===== config.mk =====
export PLATFORM = sky130hd
export DESIGN_NAME = keypad_debouncer_flat
export DESIGN_NICKNAME = d
export VERILOG_FILES = /design/src/rtl/keypad_debouncer_pkg.sv /design/src/rtl/keypad_debouncer_if.sv /design/src/rtl/keypad_debouncer_decode.sv /design/src/rtl/keypad_debouncer.sv /design/src/flat_wrapper.sv
export SDC_FILE = /design/constraint.sdc
export NUM_CORES = 1
export LEC_CHECK = 0
export BUFFER_PORTS_ARGS = -buffer_cell sky130_fd_sc_hd__buf_4
export CAP_MARGIN = 20
export CORE_UTILIZATION = 45
export CTS_BUF_LIST = sky130_fd_sc_hd__clkbuf_8
export DETAILED_ROUTE_END_ITERATION = 8
export SLEW_MARGIN = 15
export SYNTH_ARGS = -nofsm -noshare
export SYNTH_HDL_FRONTEND = slang
export SYNTH_SLANG_ARGS = --single-unit

===== constraint.sdc =====
create_clock -name clk -period 4.5 [get_ports clk]
set_clock_uncertainty 0.15 [all_clocks]
set_input_delay 0.675 -clock clk [delete_from_list [all_inputs] [get_ports clk]]
set_output_delay 0.675 -clock clk [all_outputs]
set_load 0.03 [all_outputs]

===== src/rtl/keypad_debouncer_pkg.sv =====
// Shared types and constants for the keypad debounce stage.
// Holds the FSM encoding, the hex key map and default window lengths.
package keypad_debouncer_pkg;

   typedef enum logic [1:0] {
      IDLE     = 2'd0,
      DEBOUNCE = 2'd1,
      HELD     = 2'd2
   } kd_state_e;

   localparam int DEF_DEBOUNCE_CYCLES = 60000;
   localparam int DEF_RELEASE_CYCLES  = 30000;

   localparam logic [3:0] KEY_0 = 4'h0;
   localparam logic [3:0] KEY_1 = 4'h1;
   localparam logic [3:0] KEY_2 = 4'h2;
   localparam logic [3:0] KEY_3 = 4'h3;
   localparam logic [3:0] KEY_4 = 4'h4;
   localparam logic [3:0] KEY_5 = 4'h5;
   localparam logic [3:0] KEY_6 = 4'h6;
   localparam logic [3:0] KEY_7 = 4'h7;
   localparam logic [3:0] KEY_8 = 4'h8;
   localparam logic [3:0] KEY_9 = 4'h9;
   localparam logic [3:0] KEY_A = 4'hA;
   localparam logic [3:0] KEY_B = 4'hB;
   localparam logic [3:0] KEY_C = 4'hC;
   localparam logic [3:0] KEY_D = 4'hD;
   localparam logic [3:0] KEY_E = 4'hE;
   localparam logic [3:0] KEY_F = 4'hF;

   // Position of the set bit; callers qualify one-hotness separately.
   function automatic logic [1:0] onehot_idx(input logic [3:0] v);
      logic [1:0] idx;
      idx = 2'd0;
      case (1'b1)
         v[0]:    idx = 2'd0;
         v[1]:    idx = 2'd1;
         v[2]:    idx = 2'd2;
         v[3]:    idx = 2'd3;
         default: idx = 2'd0;
      endcase
      return idx;
   endfunction

endpackage


===== src/rtl/keypad_debouncer_if.sv =====
// Scanner <-> debouncer bundle.
// master: scanner side, slave: debouncer side.
interface keypad_debouncer_if;

   logic       key_pressed;
   logic [3:0] row_idx;
   logic [3:0] col_idx;
   logic       key_valid;
   logic       new_key;
   logic [3:0] key_code;
   logic       key_held;

   modport master (
      output key_pressed,
      output row_idx,
      output col_idx,
      input  key_valid,
      input  new_key,
      input  key_code,
      input  key_held
   );

   modport slave (
      input  key_pressed,
      input  row_idx,
      input  col_idx,
      output key_valid,
      output new_key,
      output key_code,
      output key_held
   );

endinterface


===== src/rtl/keypad_debouncer_decode.sv =====
// One-hot row/col to hex key code.
// Flags inputs that are not one-hot (idle or ghosting).
module keypad_decode
   import keypad_debouncer_pkg::*;
(
   input  logic [3:0] row_idx,
   input  logic [3:0] col_idx,
   output logic [3:0] code,
   output logic       invalid
);

   logic [1:0] r;
   logic [1:0] c;

   // Map (row, col) position onto the physical keypad legend.
   always_comb begin
      r       = onehot_idx(row_idx);
      c       = onehot_idx(col_idx);
      invalid = !($onehot(row_idx) && $onehot(col_idx));
      code    = KEY_0;
      case ({r, c})
         4'h0: code = KEY_1;
         4'h1: code = KEY_2;
         4'h2: code = KEY_3;
         4'h3: code = KEY_A;
         4'h4: code = KEY_4;
         4'h5: code = KEY_5;
         4'h6: code = KEY_6;
         4'h7: code = KEY_B;
         4'h8: code = KEY_7;
         4'h9: code = KEY_8;
         4'hA: code = KEY_9;
         4'hB: code = KEY_C;
         4'hC: code = KEY_E;
         4'hD: code = KEY_0;
         4'hE: code = KEY_F;
         4'hF: code = KEY_D;
         default: code = KEY_0;
      endcase
   end

endmodule


===== src/rtl/keypad_debouncer.sv =====
// Debounce/decode stage after the keypad row scanner.
// One physical press yields exactly one new_key strobe.
module keypad_debouncer
   import keypad_debouncer_pkg::*;
#(
   parameter int DEBOUNCE_CYCLES = DEF_DEBOUNCE_CYCLES,
   parameter int RELEASE_CYCLES  = DEF_RELEASE_CYCLES
) (
   input  logic               clk,
   input  logic               rst,
   keypad_debouncer_if.slave  kif
);

   localparam int MAXC = (DEBOUNCE_CYCLES > RELEASE_CYCLES) ?
                         DEBOUNCE_CYCLES : RELEASE_CYCLES;
   localparam int CW   = $clog2(MAXC + 1);

   localparam logic [CW-1:0] DEB_LAST = CW'(DEBOUNCE_CYCLES - 1);
   localparam logic [CW-1:0] REL_LAST = CW'(RELEASE_CYCLES - 1);
   localparam logic [CW-1:0] CNT_MAX  = {CW{1'b1}};

   kd_state_e     state_q, state_d;
   logic [CW-1:0] cnt_q, cnt_d, cnt_inc;
   logic [3:0]    row_q, row_d;
   logic [3:0]    col_q, col_d;
   logic [3:0]    code_q, code_d;
   logic          kp_q;
   logic          kv_q, kv_d;
   logic          nk_q, nk_d;
   logic [3:0]    kc_q, kc_d;
   logic          kh_q, kh_d;

   logic [3:0]    dec_code;
   logic          dec_invalid;
   logic          valid;
   logic          match;

   keypad_decode u_decode (
      .row_idx (kif.row_idx),
      .col_idx (kif.col_idx),
      .code    (dec_code),
      .invalid (dec_invalid)
   );

   assign valid   = kif.key_pressed && !dec_invalid;
   assign match   = valid && (kif.row_idx == row_q)
                          && (kif.col_idx == col_q);
   assign cnt_inc = (cnt_q == CNT_MAX) ? cnt_q : cnt_q + 1'b1;

   // Next state, counter and registered outputs.
   always_comb begin
      state_d = state_q;
      cnt_d   = cnt_q;
      row_d   = row_q;
      col_d   = col_q;
      code_d  = code_q;
      kv_d    = 1'b0;
      nk_d    = 1'b0;
      kc_d    = kc_q;
      kh_d    = kh_q;
      unique case (state_q)
         IDLE: begin
            if (valid) begin
               row_d   = kif.row_idx;
               col_d   = kif.col_idx;
               code_d  = dec_code;
               cnt_d   = '0;
               state_d = DEBOUNCE;
            end
         end
         DEBOUNCE: begin
            if (match && cnt_q == DEB_LAST) begin
               kv_d    = 1'b1;
               nk_d    = 1'b1;
               kc_d    = code_q;
               kh_d    = 1'b1;
               cnt_d   = '0;
               state_d = HELD;
            end else if (match) begin
               cnt_d   = cnt_inc;
            end else begin
               kv_d    = 1'b1;
               state_d = IDLE;
            end
         end
         HELD: begin
            // Only the first of back-to-back pressed samples pulses.
            kv_d = kif.key_pressed && !kp_q;
            if (match) begin
               cnt_d   = '0;
            end else if (cnt_q == REL_LAST) begin
               kh_d    = 1'b0;
               cnt_d   = '0;
               state_d = IDLE;
            end else begin
               cnt_d   = cnt_inc;
            end
         end
         default: begin
            state_d = IDLE;
         end
      endcase
   end

   // State and output registers, cleared asynchronously.
   always_ff @(posedge clk or posedge rst) begin
      if (rst) begin
         state_q <= IDLE;
         cnt_q   <= '0;
         row_q   <= '0;
         col_q   <= '0;
         code_q  <= '0;
         kp_q    <= 1'b0;
         kv_q    <= 1'b0;
         nk_q    <= 1'b0;
         kc_q    <= '0;
         kh_q    <= 1'b0;
      end else begin
         state_q <= state_d;
         cnt_q   <= cnt_d;
         row_q   <= row_d;
         col_q   <= col_d;
         code_q  <= code_d;
         kp_q    <= kif.key_pressed;
         kv_q    <= kv_d;
         nk_q    <= nk_d;
         kc_q    <= kc_d;
         kh_q    <= kh_d;
      end
   end

   assign kif.key_valid = kv_q;
   assign kif.new_key   = nk_q;
   assign kif.key_code  = kc_q;
   assign kif.key_held  = kh_q;

endmodule


===== src/flat_wrapper.sv =====
// flat-port wrapper written by rule: the top's interface ports become plain ports
module keypad_debouncer_flat import keypad_debouncer_pkg::*;
#(
   parameter int DEBOUNCE_CYCLES = DEF_DEBOUNCE_CYCLES,
   parameter int RELEASE_CYCLES  = DEF_RELEASE_CYCLES
)
  (clk, rst, kif_key_pressed, kif_row_idx, kif_col_idx, kif_key_valid, kif_new_key, kif_key_code, kif_key_held);
  keypad_debouncer_if kif_i ();
  input  logic clk;
  input  logic rst;
  input wire logic [$bits(kif_i.key_pressed)-1:0] kif_key_pressed;
  input wire logic [$bits(kif_i.row_idx)-1:0] kif_row_idx;
  input wire logic [$bits(kif_i.col_idx)-1:0] kif_col_idx;
  output wire logic [$bits(kif_i.key_valid)-1:0] kif_key_valid;
  output wire logic [$bits(kif_i.new_key)-1:0] kif_new_key;
  output wire logic [$bits(kif_i.key_code)-1:0] kif_key_code;
  output wire logic [$bits(kif_i.key_held)-1:0] kif_key_held;
  assign kif_i.key_pressed = kif_key_pressed;
  assign kif_i.row_idx = kif_row_idx;
  assign kif_i.col_idx = kif_col_idx;
  assign kif_key_valid = kif_i.key_valid;
  assign kif_new_key = kif_i.new_key;
  assign kif_key_code = kif_i.key_code;
  assign kif_key_held = kif_i.key_held;
  keypad_debouncer #(.DEBOUNCE_CYCLES(DEBOUNCE_CYCLES), .RELEASE_CYCLES(RELEASE_CYCLES)) u_core (.clk(clk), .rst(rst), .kif(kif_i));
endmodule

==> reports/qor.yml <==
outcome: "complete, no violations"
final_hold_viol_count: 0
die_x_um: 78.0
share_comb_of_total_power_pct: 32.2
via_count: 1799
die_y_um: 78.0
min_path_cells: 1
relSlewSlack_pct: 38.8
fin_util_pct: 52.6
final_cell_mix: "dfrtp_1, buf_4, inv_1"
critPathSlowestCell: "a21oi_4"
layout_commonest_cell: "dfrtp_1"
cp_cell_sequence: "buf_4 > ha_1 > inv_1 > fa_1 > inv_1 > ha_1 > or3_4 > or2_4 > a21o_4 > a31o_1 > a21oi_4 > nor3_1"
p_sw_w: 0.000426
syn_to_final_growth_pct: 12.1
htreeDepth: 2
worstMarginPinSlew_ns: 0.912
clock.fmax_mhz: 279
intPower_w: 0.000788
routedWlPerCell_um: 14.0
drv_cap: 0
final.setup.worst_slack_ns: 0.916
cts_buffers: 5
io_buffers: 17
dr.pass1.iters: 4
power.density_mw_per_mm2: 416
endpoint_kind: "register"
grt_overflow: 0
post-route-min-period_ns: 3.58
ys_seq_elements: 38
syn_area_per_cell_sq_um: 10.5
busiest_layer: "met2"
r2r_setup_slack_ns: 1.92
core_area_sq_mm: 0.00554
die_area_sq_mm: 0.00609
clkLatencyLatePin_ns: 0.29
critPathKind: "in -> reg"
power_frac_seq_pct: 38.4
crit_required_ns: 4.50
antenna_found_initial: 0
synth_area_sq_mm: 0.00260
path_buf_inv: 3
ys_warn_count: 0
vias_per_cell: 5.29
ir_drop_mv: 0.204
routed_wl_mm: 4.76
ctsResizeCount: 0
grt_pass1_wl_mm: 8.46
critPathTopFamily: "compound AO/OA/AOI/OAI gates"
arrival_ns: 3.59
groute.usage.overall_pct: 17.7
ys_seq_area_share_pct: 36.6
synthesis.nets: 275
clk_pin_slew_worst_paths_ns: 0.08
min-delay-start: "u_core.code_q[1]$_DFFE_PP0P_"
ys_types: 52
holdWs_ns: 0.331
drive_gt1_share_pct: 22.4
initial_utilization_pct: 46.9
io_pins: 18
finalWeightedCongestion: 0.756
placementRows: 27
synth_cells: 248
netSwitchingFraction_pct: 35.1
cts_setup_buffers: 0
slew_viol_final: 0
grt_use_met3_pct: 3.72
hold-path-endpoint: "u_core.code_q[1]$_DFFE_PP0P_"
clock-root-buffer: "clkbuf_8"
grt_max_degree: 39
netlist_top_cells_area: "dfrtp_1, ha_1, nor4_4"
yosys.area.top_type: "dfrtp_1"
r2r-start: "u_core.cnt_q[0]$_DFFE_PP0P_"
cts.sinks: 38
leakagePower_nw: 1.23
grt_use_met2_pct: 26.3
hold_path_class: "reg -> reg"
preCtsSetupSlack_ns: 0.605
cts_tree: "yes"
start_kind: "input port"
max-clock-path-buffers: 2
critPathMaxFanout: 16
tns_ns: 0
dpl.hpwl_mm: 3.51
first_iter_violations: 111
use_met1_pct: 26.0
clock_power_share_pct: 29.4
power_w: 0.00121
critical_path.reg2reg.endpoint: "u_core.cnt_q[15]$_DFFE_PP0P_"
ff2ff_path_depth: 7
setup_violations: 0
synth_top_area_share_pct: 36.6
fin_nets: 294
drc: 0
grt_pass1_vias: 1788
period_share_pct: 79.6
n_antenna_cell: 0
drtAntennaViolNets: 0
cpPeakStageDelay_ns: 0.47
ctsHoldBuffers: 0
rsz0062_at_grt: "no"
## worst reg2reg max path, stage by stage, from the launching register on
cell and delay [ns]:
dfrtp_1 0.39, ha_1 0.25, nand3_1 0.11, or4_1 0.61, nor2_4 0.53, nor3_2 0.15
o21a_1 0.15, nor3_1 0.16
## metal layers
| metal | vias up | wire [um] |
|---|---|---|
| li1 | 921 | - |
| met1 | 847 | 2510 |
| met2 | 26 | 1990 |
| met3 | 5 | 217 |
| met4 | 0 | 38 |
| met5 | - | 0 |
## how the worst max path moves through the flow
stage	start	endpoint	slack, ns	depth (start not counted)
CTS	kif_row_idx[0]	u_core.cnt_q[15]$_DFFE_PP0P_	0.91	12
floorplan	kif_row_idx[0]	u_core.cnt_q[0]$_DFFE_PP0P_	1.15	12
finish	kif_row_idx[0]	u_core.cnt_q[15]$_DFFE_PP0P_	0.92	12
global placement	kif_row_idx[0]	u_core.cnt_q[15]$_DFFE_PP0P_	0.63	12
global route	kif_row_idx[0]	u_core.cnt_q[7]$_DFFE_PP0P_	0.71	13
detailed placement	kif_row_idx[0]	u_core.cnt_q[15]$_DFFE_PP0P_	0.60	12
## stage by stage
step / instances / cell area, sq um
3_3_place_gp: 332 / 2770
2_1_floorplan: 248 / 2600
6_report: 340 / 2920
5_1_grt: 340 / 2920
3_5_place_dp: 332 / 2770
4_1_cts: 340 / 2920
## cell families (layout without fill, tap and decap cells)
family,after synthesis,in the layout,share of synthesized area [%]
DFF,38,38,36.6
buffers and inverters,26,46,5.29
and+or+nand+nor,95,95,27.8
AOI/OAI and AO/OA,42,42,10.7
adders and majority gates,16,16,8.28
muxes,12,12,4.96
xor gates and xnor gates,19,19,6.40
## layout make-up
| type | count | area [sq um] |
|---|---|---|
| clock buffers | 6 | 82.6 |
| clock inverters | 2 | 60.1 |
| fillers | 506 | 2630 |
| inverters | 19 | 71.3 |
| multi-input cells | 184 | 1520 |
| flip-flops and latches | 38 | 951 |
| well taps | 72 | 90.1 |
| repair buffers | 19 | 143 |
## flip-flops by register name, summed over array words and instances, names as in the netlist
signal / count
u_core.state_q: 2
u_core.code_q: 4
u_core.kif.key_held: 1
u_core.kif.key_valid: 1
u_core.kif.key_code: 4
u_core.kp_q: 1
u_core.kif.new_key: 1
u_core.col_q: 4
u_core.cnt_q: 16
u_core.row_q: 4
## power groups by stage
stage | registers (W) | clock network, W | logic, W
after floorplan | 0.000462 | 0 | 0.000347
after global placement | 0.000471 | 0 | 0.000389
after detailed placement | 0.000473 | 0 | 0.000393
after CTS | 0.000467 | 0.000367 | 0.000395
after global routing | 0.000476 | 0.000377 | 0.000436
final | 0.000466 | 0.000357 | 0.000391
## Yosys cell counts (all sizes together)
library cell / n
dfrtp: 38
nor2: 27
inv: 19
nand2: 15
ha: 14
o21ai: 12
xnor2: 11
nor4: 10
a21oi: 9
nand3: 9
xor2: 8
mux2: 7
nor3: 7
a211oi: 5
a31oi: 5
buf: 5
mux2i: 5
nand4: 5
nor4b: 5
and3: 4
and4b: 3
a21o: 2
a41oi: 2
clkbuf: 2
fa: 2
nand3b: 2
o211ai: 2
o31ai: 2
or2: 2
a31o: 1
and4: 1
nand4bb: 1
nor2b: 1
nor4bb: 1
o21a: 1
o21bai: 1
or3: 1
or4: 1
(Power assumes the default switching activity.)
